<file path="config.mk">
export PLATFORM = sky130hd
export DESIGN_NAME = pwm_ramp_seq
export DESIGN_NICKNAME = d
export VERILOG_FILES = /design/src/rtl/pwm_seq_pkg.sv /design/src/rtl/pwm_bus_mux.sv /design/src/rtl/pwm_ramp_seq.sv
export SDC_FILE = /design/constraint.sdc
export NUM_CORES = 1
export LEC_CHECK = 0
export ABC_AREA = 1
export CAP_MARGIN = 5
export CORE_ASPECT_RATIO = 0.8
export CORE_MARGIN = 5
export CORE_UTILIZATION = 30
export CTS_BUF_LIST = sky130_fd_sc_hd__clkbuf_8
export DETAILED_ROUTE_END_ITERATION = 8
export SYNTH_ARGS = -nofsm -noshare
export SYNTH_HDL_FRONTEND = slang
export SYNTH_SLANG_ARGS = --single-unit
</file>
<file path="constraint.sdc">
create_clock -name clk -period 4.74 [get_ports clk]
set_clock_uncertainty 0.1 [all_clocks]
set_input_delay 0.948 -clock clk [delete_from_list [all_inputs] [get_ports clk]]
set_output_delay 0.948 -clock clk [all_outputs]
set_load 0.03 [all_outputs]
</file>
<file path="src/rtl/pwm_seq_pkg.sv">
// Shared definitions for the PWM duty-cycle ramp sequencer: register map,
// pwm_ip register offsets, CTRL bit positions and FSM state encoding.
package pwm_seq_pkg;

    localparam logic [3:0] SEQ_CTRL  = 4'h0;
    localparam logic [3:0] SEQ_RANGE = 4'h4;
    localparam logic [3:0] SEQ_STEP  = 4'h8;
    localparam logic [3:0] SEQ_HOLD  = 4'hC;

    localparam logic [3:0] PWM_CTRL   = 4'h0;
    localparam logic [3:0] PWM_PERIOD = 4'h4;
    localparam logic [3:0] PWM_DUTY   = 4'h8;
    localparam logic [3:0] PWM_STATUS = 4'hC;

    localparam int CTRL_START = 0;
    localparam int CTRL_TRI   = 1;
    localparam int CTRL_LOOP  = 2;

    typedef enum logic [1:0] {
        ST_IDLE  = 2'd0,
        ST_LOAD  = 2'd1,
        ST_HOLD  = 2'd2,
        ST_WRITE = 2'd3
    } seq_state_e;

endpackage

</file>
<file path="src/rtl/pwm_bus_mux.sv">
// PWM bus arbiter: the CPU pass-through window always wins; the sequencer's
// DUTY write only goes out (and is accepted) on cycles the CPU leaves idle.
module pwm_bus_mux #(
    parameter logic [3:0] DUTY_ADDR = 4'h8
) (
    input  logic        p_sel,
    input  logic        p_we,
    input  logic [3:0]  p_addr,
    input  logic [31:0] p_wdata,
    output logic [31:0] p_rdata,
    input  logic        seq_req,
    input  logic [31:0] seq_wdata,
    output logic        seq_accept,
    output logic        m_sel,
    output logic        m_we,
    output logic [3:0]  m_addr,
    output logic [31:0] m_wdata,
    input  logic [31:0] m_rdata
);

    always_comb begin
        m_sel   = 1'b0;
        m_we    = 1'b0;
        m_addr  = 4'h0;
        m_wdata = 32'h0;
        if (p_sel) begin
            m_sel   = 1'b1;
            m_we    = p_we;
            m_addr  = p_addr;
            m_wdata = p_wdata;
        end else if (seq_req) begin
            m_sel   = 1'b1;
            m_we    = 1'b1;
            m_addr  = DUTY_ADDR;
            m_wdata = seq_wdata;
        end
    end

    assign seq_accept = seq_req && !p_sel;
    assign p_rdata    = p_sel ? m_rdata : 32'h0;

endmodule

</file>
<file path="src/rtl/pwm_ramp_seq.sv">
// Autonomous duty-cycle sequencer (ramp / triangle breathing) driving DUTY
// writes into a pwm_ip, sharing the PWM bus with a CPU pass-through window.
module pwm_ramp_seq
    import pwm_seq_pkg::*;
#(
    parameter int unsigned DUTY_W    = 16,
    parameter int unsigned HOLD_W    = 24,
    parameter logic [3:0]  DUTY_ADDR = PWM_DUTY
) (
    input  logic        clk,
    input  logic        resetn,
    input  logic        s_sel,
    input  logic        s_we,
    input  logic [3:0]  s_addr,
    input  logic [31:0] s_wdata,
    output logic [31:0] s_rdata,
    input  logic        p_sel,
    input  logic        p_we,
    input  logic [3:0]  p_addr,
    input  logic [31:0] p_wdata,
    output logic [31:0] p_rdata,
    output logic        m_sel,
    output logic        m_we,
    output logic [3:0]  m_addr,
    output logic [31:0] m_wdata,
    input  logic [31:0] m_rdata,
    output logic        busy
);

    seq_state_e        state_q, state_d;
    logic [DUTY_W-1:0] cur_q, cur_d, start_q, start_d, end_q, end_d, step_q, step_d;
    logic [HOLD_W-1:0] hold_q, hold_d, cnt_q, cnt_d;
    logic              dir_q, dir_d, ret_q, ret_d, tri_q, tri_d, loop_q, loop_d;

    logic              seq_req, seq_accept, s_wr, ctrl_wr;
    logic              leg_done, finish, nxt_dir, nxt_ret;
    logic [DUTY_W-1:0] eff_step, target, nxt_cur;
    logic [HOLD_W-1:0] eff_hold;

    // Step toward target without overshooting; DUTY_W+1 bits catch carry/borrow.
    function automatic logic [DUTY_W-1:0] step_toward(
        input logic [DUTY_W-1:0] cur,
        input logic [DUTY_W-1:0] step,
        input logic [DUTY_W-1:0] tgt,
        input logic              down
    );
        logic [DUTY_W:0] sum;
        logic [DUTY_W-1:0] res;
        if (!down) begin
            sum = {1'b0, cur} + {1'b0, step};
            res = (sum >= {1'b0, tgt}) ? tgt : sum[DUTY_W-1:0];
        end else begin
            sum = {1'b0, cur} - {1'b0, step};
            res = (sum[DUTY_W] || (sum[DUTY_W-1:0] <= tgt)) ? tgt : sum[DUTY_W-1:0];
        end
        return res;
    endfunction

    pwm_bus_mux #(.DUTY_ADDR(DUTY_ADDR)) u_mux (
        .p_sel      (p_sel),
        .p_we       (p_we),
        .p_addr     (p_addr),
        .p_wdata    (p_wdata),
        .p_rdata    (p_rdata),
        .seq_req    (seq_req),
        .seq_wdata  (32'(cur_q)),
        .seq_accept (seq_accept),
        .m_sel      (m_sel),
        .m_we       (m_we),
        .m_addr     (m_addr),
        .m_wdata    (m_wdata),
        .m_rdata    (m_rdata)
    );

    always_ff @(posedge clk) begin
        if (!resetn) begin
            state_q <= ST_IDLE;
            cur_q   <= '0;
            start_q <= '0;
            end_q   <= '0;
            step_q  <= '0;
            hold_q  <= '0;
            cnt_q   <= '0;
            dir_q   <= 1'b0;
            ret_q   <= 1'b0;
            tri_q   <= 1'b0;
            loop_q  <= 1'b0;
        end else begin
            state_q <= state_d;
            cur_q   <= cur_d;
            start_q <= start_d;
            end_q   <= end_d;
            step_q  <= step_d;
            hold_q  <= hold_d;
            cnt_q   <= cnt_d;
            dir_q   <= dir_d;
            ret_q   <= ret_d;
            tri_q   <= tri_d;
            loop_q  <= loop_d;
        end
    end

    // dir: 1 = counting down; ret: on the return leg of a triangle.
    always_comb begin
        eff_step = (step_q == '0) ? DUTY_W'(1) : step_q;
        eff_hold = (hold_q == '0) ? HOLD_W'(1) : hold_q;
        target   = ret_q ? start_q : end_q;
        leg_done = (cur_q == target);
        finish   = leg_done && !loop_q && (!tri_q || ret_q);
        nxt_dir  = dir_q;
        nxt_ret  = ret_q;
        nxt_cur  = step_toward(cur_q, eff_step, target, dir_q);
        if (leg_done) begin
            if (!tri_q) begin
                nxt_ret = 1'b0;
                nxt_dir = (end_q < start_q);
                nxt_cur = start_q;
            end else if (!ret_q) begin
                nxt_ret = 1'b1;
                nxt_dir = !dir_q;
                nxt_cur = step_toward(cur_q, eff_step, start_q, !dir_q);
            end else begin
                nxt_ret = 1'b0;
                nxt_dir = (end_q < start_q);
                nxt_cur = step_toward(cur_q, eff_step, end_q, (end_q < start_q));
            end
        end
    end

    always_comb begin
        state_d = state_q;
        cur_d   = cur_q;
        start_d = start_q;
        end_d   = end_q;
        step_d  = step_q;
        hold_d  = hold_q;
        cnt_d   = cnt_q;
        dir_d   = dir_q;
        ret_d   = ret_q;
        tri_d   = tri_q;
        loop_d  = loop_q;
        s_wr    = s_sel && s_we;
        ctrl_wr = s_wr && (s_addr == SEQ_CTRL);

        if (s_wr) begin
            case (s_addr)
                SEQ_RANGE: begin
                    start_d = s_wdata[DUTY_W-1:0];
                    end_d   = s_wdata[16 +: DUTY_W];
                end
                SEQ_STEP:  step_d = s_wdata[DUTY_W-1:0];
                SEQ_HOLD:  hold_d = s_wdata[HOLD_W-1:0];
                default: ;
            endcase
        end

        case (state_q)
            ST_LOAD, ST_WRITE: begin
                if (seq_accept) begin
                    if (finish) begin
                        state_d = ST_IDLE;
                    end else if (eff_hold == HOLD_W'(1)) begin
                        cur_d   = nxt_cur;
                        dir_d   = nxt_dir;
                        ret_d   = nxt_ret;
                        state_d = ST_WRITE;
                    end else begin
                        cnt_d   = eff_hold;
                        state_d = ST_HOLD;
                    end
                end
            end
            ST_HOLD: begin
                // The write cycle itself is the last of the hold interval.
                if (cnt_q <= HOLD_W'(2)) begin
                    cur_d   = nxt_cur;
                    dir_d   = nxt_dir;
                    ret_d   = nxt_ret;
                    state_d = ST_WRITE;
                end else begin
                    cnt_d = cnt_q - HOLD_W'(1);
                end
            end
            default: ;
        endcase

        if (ctrl_wr) begin
            tri_d  = s_wdata[CTRL_TRI];
            loop_d = s_wdata[CTRL_LOOP];
            if (s_wdata[CTRL_START]) begin
                state_d = ST_LOAD;
                cur_d   = start_q;
                dir_d   = (end_q < start_q);
                ret_d   = 1'b0;
            end else begin
                state_d = ST_IDLE;
            end
        end
    end

    always_comb begin
        seq_req = (state_q == ST_LOAD) || (state_q == ST_WRITE);
        busy    = (state_q != ST_IDLE);
        s_rdata = 32'h0;
        if (s_sel && !s_we) begin
            case (s_addr)
                SEQ_CTRL:  s_rdata = {16'(cur_q), 12'h0, dir_q, loop_q, tri_q, busy};
                SEQ_RANGE: s_rdata = {16'(end_q), 16'(start_q)};
                SEQ_STEP:  s_rdata = 32'(step_q);
                SEQ_HOLD:  s_rdata = 32'(hold_q);
                default:   s_rdata = 32'h0;
            endcase
        end
    end

endmodule

</file>
==> results.ini, run 1 <==
[synthesis]
synth_top_area_share_pct=18.1
ys.flop_type=dfxtp_1
ys_types=55
synth_nets=2404
netlist_area_um2=13100
yosys-top-cells-area=dfxtp_1 18%, nand2_1 14%, ha_1 14%, a21oi_1 9.5%, inv_1 8.7%
syn_inst=2146
synth_top_cell_by_area=dfxtp_1
ys_async_sr_fraction_pct=0
ys_seq_area_share_pct=18.1
synth_edf_count=0
yosysWarnings=0
avgSynthCellArea_um2=6.08
synth_seq_cells=118

[sta]
worst_pin_slew_ns=0.980
setup_viol=12
fin_tns_setup_ns=-0.261
rsz0062_at_grt=yes
fin_crit_sh_pct=102
relSlewSlack_pct=34.7
hold_violations=0
fmax_mhz=208
final.setup.worst_slack_ns=-0.0724
timing.final.max_slew_violations=0
min_period_ns=4.81

[clock_network]
root_buffer=clkbuf_8
clock-sinks=118
cts_hold_buf=0
numCtsBuffers=17
clk_path_buf_depth=2
htreeDepth=4
insertion_delay_ns=0.50
clkTransAtPathRegs_ns=0.09
cts_tree=done

[cells_and_area]
fin_nets=2729
drive_above_1_share_pct=16.5
n_antenna_cell=0
stdcell_count=3044
finish.instance_area_um2=17900
syn2layout_area_growth_pct=37.5

[placed_design]
place_congestion=1.01
placed_cell_area_um2=16800
portBuffers=212
hpwl_um=55000
dp_cells=2993
post-place-ws_ns=-0.261

[worst_setup_path]
reg2reg_slack_ns=-0.07
worstPathRequired_ns=5.07
worst_setup_path_start_kind=flop
cpPeakStageDelay_ns=0.38
r2r_start=step_q[13]$_SDFFE_PN0P_
slowest_stage=o41ai_2
crit_family=simple AND/OR/NAND/NOR gates
critPathArrivalTime_ns=5.14
cp_max_fo=4
crit_path_end_kind=flop
worst_r2r_endpoint=cur_q[13]$_SDFF_PN0_
worst_r2r_path_depth=34
critPathMostFrequentCell=nand2_1
critPathKind=flop to flop
critical_path_buf_inv_count=8

[detailed_routing]
dr_wl_met2_um=28200
drt_first_pass_iters=7
drtAntennaViolNets=0
avgViaCountPerCell=5.50
drt-met1-wl_um=30500
vias=16700
drtIter0Drc=1932
drc_errors=0
dr_wl_met3_um=7810
maxUsedRoutingLayer=met4
drt_wl_total_um=68300
wl_per_cell_um=22.4

[status]
status=complete, but fails checks
violations=setup timing

[power]
seqPwrFrac_pct=24.7
switching_share_pct=42.1
p_leak_nw=8.49
power_density_nw_per_um2=229
total_power_mw=4.10
peakVddDrop_v=0.000127
p_comb_share_pct=49.4
clockPowerShare_pct=25.8
internal_power_mw=2.37
p_sw_mw=1.73

[global_route]
grt_pass1_wl_um=100000
grt_overflow=0
grt_start_max_net_pins=72
grt_pass1_vias=15600
grt_util_all_layers_pct=27.3
antenna_found_initial=0

[hold_path]
worstHoldStart=cnt_q[4]$_SDFFE_PN0P_
hold_depth=2
hold_end=cnt_q[4]$_SDFFE_PN0P_
hp-class=flop to flop

[floorplan]
die_x_um=243
start_util_pct=30.3
die_area_um2=47800
coreArea_um2=43100
io_pins=213
rows=68
chipHeight_um=197

[run]
drv_cap=0

-- cell type report --
cell class              count  area [µm²]
fillers                  4568       25100
multi-input cells        1603        9450
repair buffers            412        3780
flip-flops and latches    118        2370
inverters                 318        1210
well taps                 560         701
clock buffers              19         262
clock inverters            13         156
repair inverters            1        7.51
-- layer usage --
metal  track usage (%)  vias to the layer above
li1                  -                     7803
met1              39.5                     7865
met2              40.2                      960
met3              7.52                      119
met4              7.16                        0
met5                 0                        -
-- timing repair --
item | CTS | global route
pin swaps | 12 | 49
gates cloned | 1 | 0
setup endpoints to repair | 16 | 16
setup buffers | 9 | 9
resized for setup | 23 | 130
-- state kept, by name (all words and copies together), names as in the netlist --
register and count:
dir_q 1, step_q 16, cur_q 16, end_q 16, cnt_q 24, loop_q 1, state_q 2, ret_q 1
start_q 16, hold_q 24, tri_q 1
-- layout by cell type (no fill, tap or decap), types with 16 or more instances in the layout --
cell type	count
a21oi_1	228
a21oi_2	23
buf_12	16
buf_4	203
clkbuf_8	19
clkdlybuf4s50_1	179
dfxtp_1	114
ha_1	141
inv_1	295
inv_2	16
nand2_1	463
nand2_2	27
nand3_1	118
nand3_2	17
nand4_1	26
nor2_1	106
o211ai_1	35
o21ai_0	196
o21ai_1	28
o22ai_1	23
xor2_1	35
-- power groups by stage --
stage / sequential (mW) / clock (mW) / combinational [mW]
global route: 1.01 / 1.10 / 2.16
detailed placement: 1.04 / 0 / 1.77
floorplan: 1.03 / 0 / 0.948
finish: 1.01 / 1.06 / 2.03
global placement: 1.04 / 0 / 1.75
CTS: 1.01 / 1.06 / 1.83
-- how the worst max path moves through the flow --
stage	to	cells past startpoint	slack, ns	start
after floorplan	cur_q[10]$_SDFF_PN0_	38	0.24	step_q[7]$_SDFFE_PN0P_
after global placement	cur_q[5]$_SDFF_PN0_	32	-0.20	step_q[15]$_SDFFE_PN0P_
after detailed placement	cur_q[5]$_SDFF_PN0_	32	-0.26	step_q[14]$_SDFFE_PN0P_
after CTS	cur_q[1]$_SDFF_PN0_	28	0.003	step_q[8]$_SDFFE_PN0P_
after global routing	cur_q[15]$_SDFF_PN0_	32	-0.20	step_q[15]$_SDFFE_PN0P_
final	cur_q[13]$_SDFF_PN0_	34	-0.07	step_q[13]$_SDFFE_PN0P_
-- tightest hold or removal path, stage by stage, from the launching register on --
cell and delay, ns:
dfxtp_1 0.31, inv_1 0.08, a211oi_1 0.07
-- logic make-up (layout without fill, tap and decap cells) --
family | after synthesis | after routing | synth area share, %
AND/OR/NAND/NOR | 810 | 810 | 26.2
adder cells (fa/ha/maj) | 148 | 148 | 14.3
XOR/XNOR | 42 | 42 | 2.82
buffers and inverters | 425 | 763 | 12.9
AO/OA/AOI/OAI | 603 | 603 | 25.6
flip-flops | 118 | 118 | 18.1
-- synthesized netlist by cell type (5+ instances only) --
| cell type | n |
|---|---|
| o22ai_1 | 23 |
| nor3_1 | 16 |
| inv_2 | 8 |
| buf_6 | 6 |
| xor2_1 | 40 |
| o211ai_1 | 35 |
| a221oi_1 | 5 |
| a31oi_1 | 10 |
| o21bai_1 | 9 |
| buf_4 | 7 |
| o21ai_1 | 14 |
| clkbuf_1 | 73 |
| nand4_1 | 26 |
| ha_1 | 146 |
| clkinv_1 | 6 |
| nand3_1 | 133 |
| a21o_1 | 6 |
| nor4_1 | 6 |
| a21oi_1 | 248 |
| buf_2 | 16 |
| dfxtp_1 | 118 |
| a211oi_1 | 13 |
| nand2_2 | 6 |
| o21a_1 | 6 |
| nand2_1 | 489 |
| nor2_1 | 112 |
| o21ai_0 | 211 |
| o21ai_2 | 5 |
| inv_1 | 304 |
-- per-stage QoR --
step	utilization, %	hold WS [ns]
detailed placement	39.1	0.384
global placement	39.1	0.383
CTS	40.5	0.400
global route	41.7	0.420
finish	41.7	0.406
floorplan	-	0.350
Note: power is estimated with default switching activity, not from simulation.
==> inputs of run 2 (changes only) <==
Settings changed: MAX_ROUTING_LAYER set to met4, PLACE_DENSITY set to 0.6, TNS_END_PERCENT set to 10.
==> results.ini, run 2 (same netlist as run 1, synthesis figures left out) <==
[status]
status=complete, but fails checks
violations=setup timing

[clock_network]
numCtsBuffers=17  ; unchanged
insertion_delay_ns=0.49  ; about the same
htreeDepth=4  ; unchanged
clk_path_buf_depth=2  ; unchanged
cts_tree=done
clock-sinks=118  ; unchanged
root_buffer=clkbuf_8
clkTransAtPathRegs_ns=0.08  ; about the same

[sta]
worst_pin_slew_ns=0.996  ; +0.0162 ns
timing.final.max_slew_violations=0  ; unchanged
hold_violations=0  ; unchanged
rsz0062_at_grt=yes
min_period_ns=4.84  ; +0.0263 ns
relSlewSlack_pct=33.6  ; -1.1 points
setup_viol=10  ; -2
fmax_mhz=207  ; -0.54%
final.setup.worst_slack_ns=-0.0988  ; -0.0263 ns
whs_ns=0.382  ; -0.0245 ns
fin_crit_sh_pct=102  ; +0.56 points

[floorplan]
rows=68  ; unchanged
die_area_um2=47800  ; unchanged
die_x_um=243  ; unchanged
chipHeight_um=197  ; unchanged
start_util_pct=30.3  ; unchanged
io_pins=213  ; unchanged
coreArea_um2=43100  ; unchanged

[cells_and_area]
drive_above_1_share_pct=14.2  ; -2.4 points
reg.largest.list=cnt_q: 24 flops, hold_q: 24 flops
n_antenna_cell=0  ; unchanged
final_common_cell=nand2_1
finish.instance_area_um2=17600  ; -1.9%
post-route-util_pct=40.9  ; -0.79 points
fill_cells=4618  ; +1.1%
fin_nets=2713  ; -0.59%
stdcell_count=3026  ; -0.59%
syn2layout_area_growth_pct=34.8
final_cell_mix=474 x nand2_1, 298 x inv_1, 239 x a21oi_1

[worst_setup_path]
crit_path_end_kind=flop
cp_max_fo=6  ; +2
worst_setup_path_start_kind=flop
worstPathRequired_ns=5.05  ; -0.02 ns
critPathArrivalTime_ns=5.15  ; about the same
critPathKind=flop to flop
worst_r2r_path_depth=27  ; -21%

[power]
peakVddDrop_v=0.000160  ; +26%
p_sw_mw=1.67  ; -3.2%
power_density_nw_per_um2=231  ; +1.1%
switching_share_pct=41.1  ; -1.0 points
seqPwrFrac_pct=24.9  ; +0.2 points
internal_power_mw=2.40  ; +0.94%
clockPowerShare_pct=27.9  ; +2.1 points
p_comb_share_pct=47.1  ; -2.3 points
p_leak_nw=8.37  ; -1.4%

[hold_path]
hold_depth=2  ; unchanged
hp-class=flop to flop

[detailed_routing]
drc_errors=0  ; unchanged
drt-met1-wl_um=30600  ; +0.21%
drtIter0Drc=1998  ; +3.4%
dr_wl_met2_um=27700  ; -2.1%
drt_first_pass_iters=6  ; -1
wl_per_cell_um=22.5  ; +0.18%
maxUsedRoutingLayer=met4
drt_wl_total_um=68100  ; -0.41%
drtAntennaViolNets=0  ; unchanged
vias=16700  ; -0.48%
dr_wl_met3_um=7700  ; -1.4%
avgViaCountPerCell=5.51  ; +0.11%

[run]
drv_cap=0  ; unchanged

[placed_design]
hpwl_um=54600  ; -0.84%
place_congestion=1.03  ; +2.3%
dp_cells=2988  ; -0.17%
placed_cell_area_um2=16800  ; -0.22%
post-place-ws_ns=-0.426  ; -0.165 ns
portBuffers=212  ; unchanged

[global_route]
grt_start_max_net_pins=98  ; +36%
grt_overflow=0  ; unchanged
grt_pass1_wl_um=99100  ; -0.96%
grt_util_all_layers_pct=27.9  ; +0.57 points
grt_pass1_vias=15400  ; -1.4%
antenna_found_initial=0  ; unchanged

[run 2: changes by cell type in the layout (fill, tap and decap cells not counted), moves of 6 or more]
| cell | delta |
|---|---|
| o21ai_0 | +6 |
| o21ai_1 | -6 |
| nand2_1 | +11 |
| nand3_1 | +8 |
| a21oi_2 | -12 |
| nand2_2 | -8 |
| nand3_2 | -8 |
| a21oi_1 | +11 |
| buf_6 | -7 |
| buf_4 | -6 |
[run 2: per-layer routing]
metal / up-vias / GRT usage [%]
met3: 126 / 6.68
met4: 0 / 8.53
li1: 7778 / -
met1: 7803 / 39.7
met5: - / -
met2: 960 / 39.0
[run 2: worst paths after layout]
path / startpoint / to / slack [ns]
setup / recovery: step_q[12]$_SDFFE_PN0P_ / cur_q[13]$_SDFF_PN0_ / -0.1
hold / removal: hold_q[11]$_SDFFE_PN0P_ / cnt_q[11]$_SDFFE_PN0P_ / 0.38
hold reg to reg: hold_q[11]$_SDFFE_PN0P_ / cnt_q[11]$_SDFFE_PN0P_ / 0.38
setup reg to reg: step_q[12]$_SDFFE_PN0P_ / cur_q[13]$_SDFF_PN0_ / -0.1
[run 2: stage by stage]
step / setup TNS (ns) / power [mW]
floorplan: 0 / 1.98
global placement: -2.93 / 2.79
detailed placement: -3.87 / 2.80
CTS: -0.0616 / 3.97
global route: -3.56 / 4.23
finish: -0.335 / 4.07
[run 2: final cells by class]
class / count / area (µm²) / share of cell area (%)
multi-input combinational: 1603 / 9260 / 52.6
timing repair inverter: 1 / 7.51 / 0.0427
tap: 560 / 701 / 3.98
clock inverter: 11 / 184 / 1.05
inverter: 318 / 1210 / 6.89
timing repair buffer: 396 / 3610 / 20.5
sequential: 118 / 2370 / 13.5
clock buffer: 19 / 262 / 1.49
[run 2: power by group through the flow]
stage	logic [mW]	clock network, mW	registers (mW)
floorplan	0.948	0	1.03
global placement	1.75	0	1.04
detailed placement	1.77	0	1.04
CTS	1.83	1.13	1.01
global route	2.05	1.17	1.01
finish	1.92	1.14	1.01
[run 2: what timing repair did]
action / in CTS / in global routing
pin swaps: 15 / 27
cloned: 1 / 0
endpoints found under the setup margin: 16 / 16
hold buffers: 0 / 0
setup buffers: 4 / 3
resized for setup: 35 / 52
[run 2: critical path, stage by stage, from the launching register on]
cell        delay [ns]
dfxtp_2           0.33
inv_2             0.05
nand4_1           0.17
o41ai_2           0.36
buf_4             0.19
ha_2              0.20
fa_1              0.19
nand3b_1          0.12
nand2_2           0.11
a21oi_4           0.20
nand3b_1          0.13
nand2_1           0.11
xor2_2            0.24
buf_6             0.17
ha_1              0.24
nand2_2           0.12
nor2_1            0.07
a211oi_2          0.25
buf_4             0.17
nand3_1           0.08
nand2_2           0.11
clkinvlp_4        0.22
buf_6             0.21
o21ai_1           0.14
nand2_1           0.09
a21oi_2           0.20
a21oi_1           0.09
nor2_1            0.09
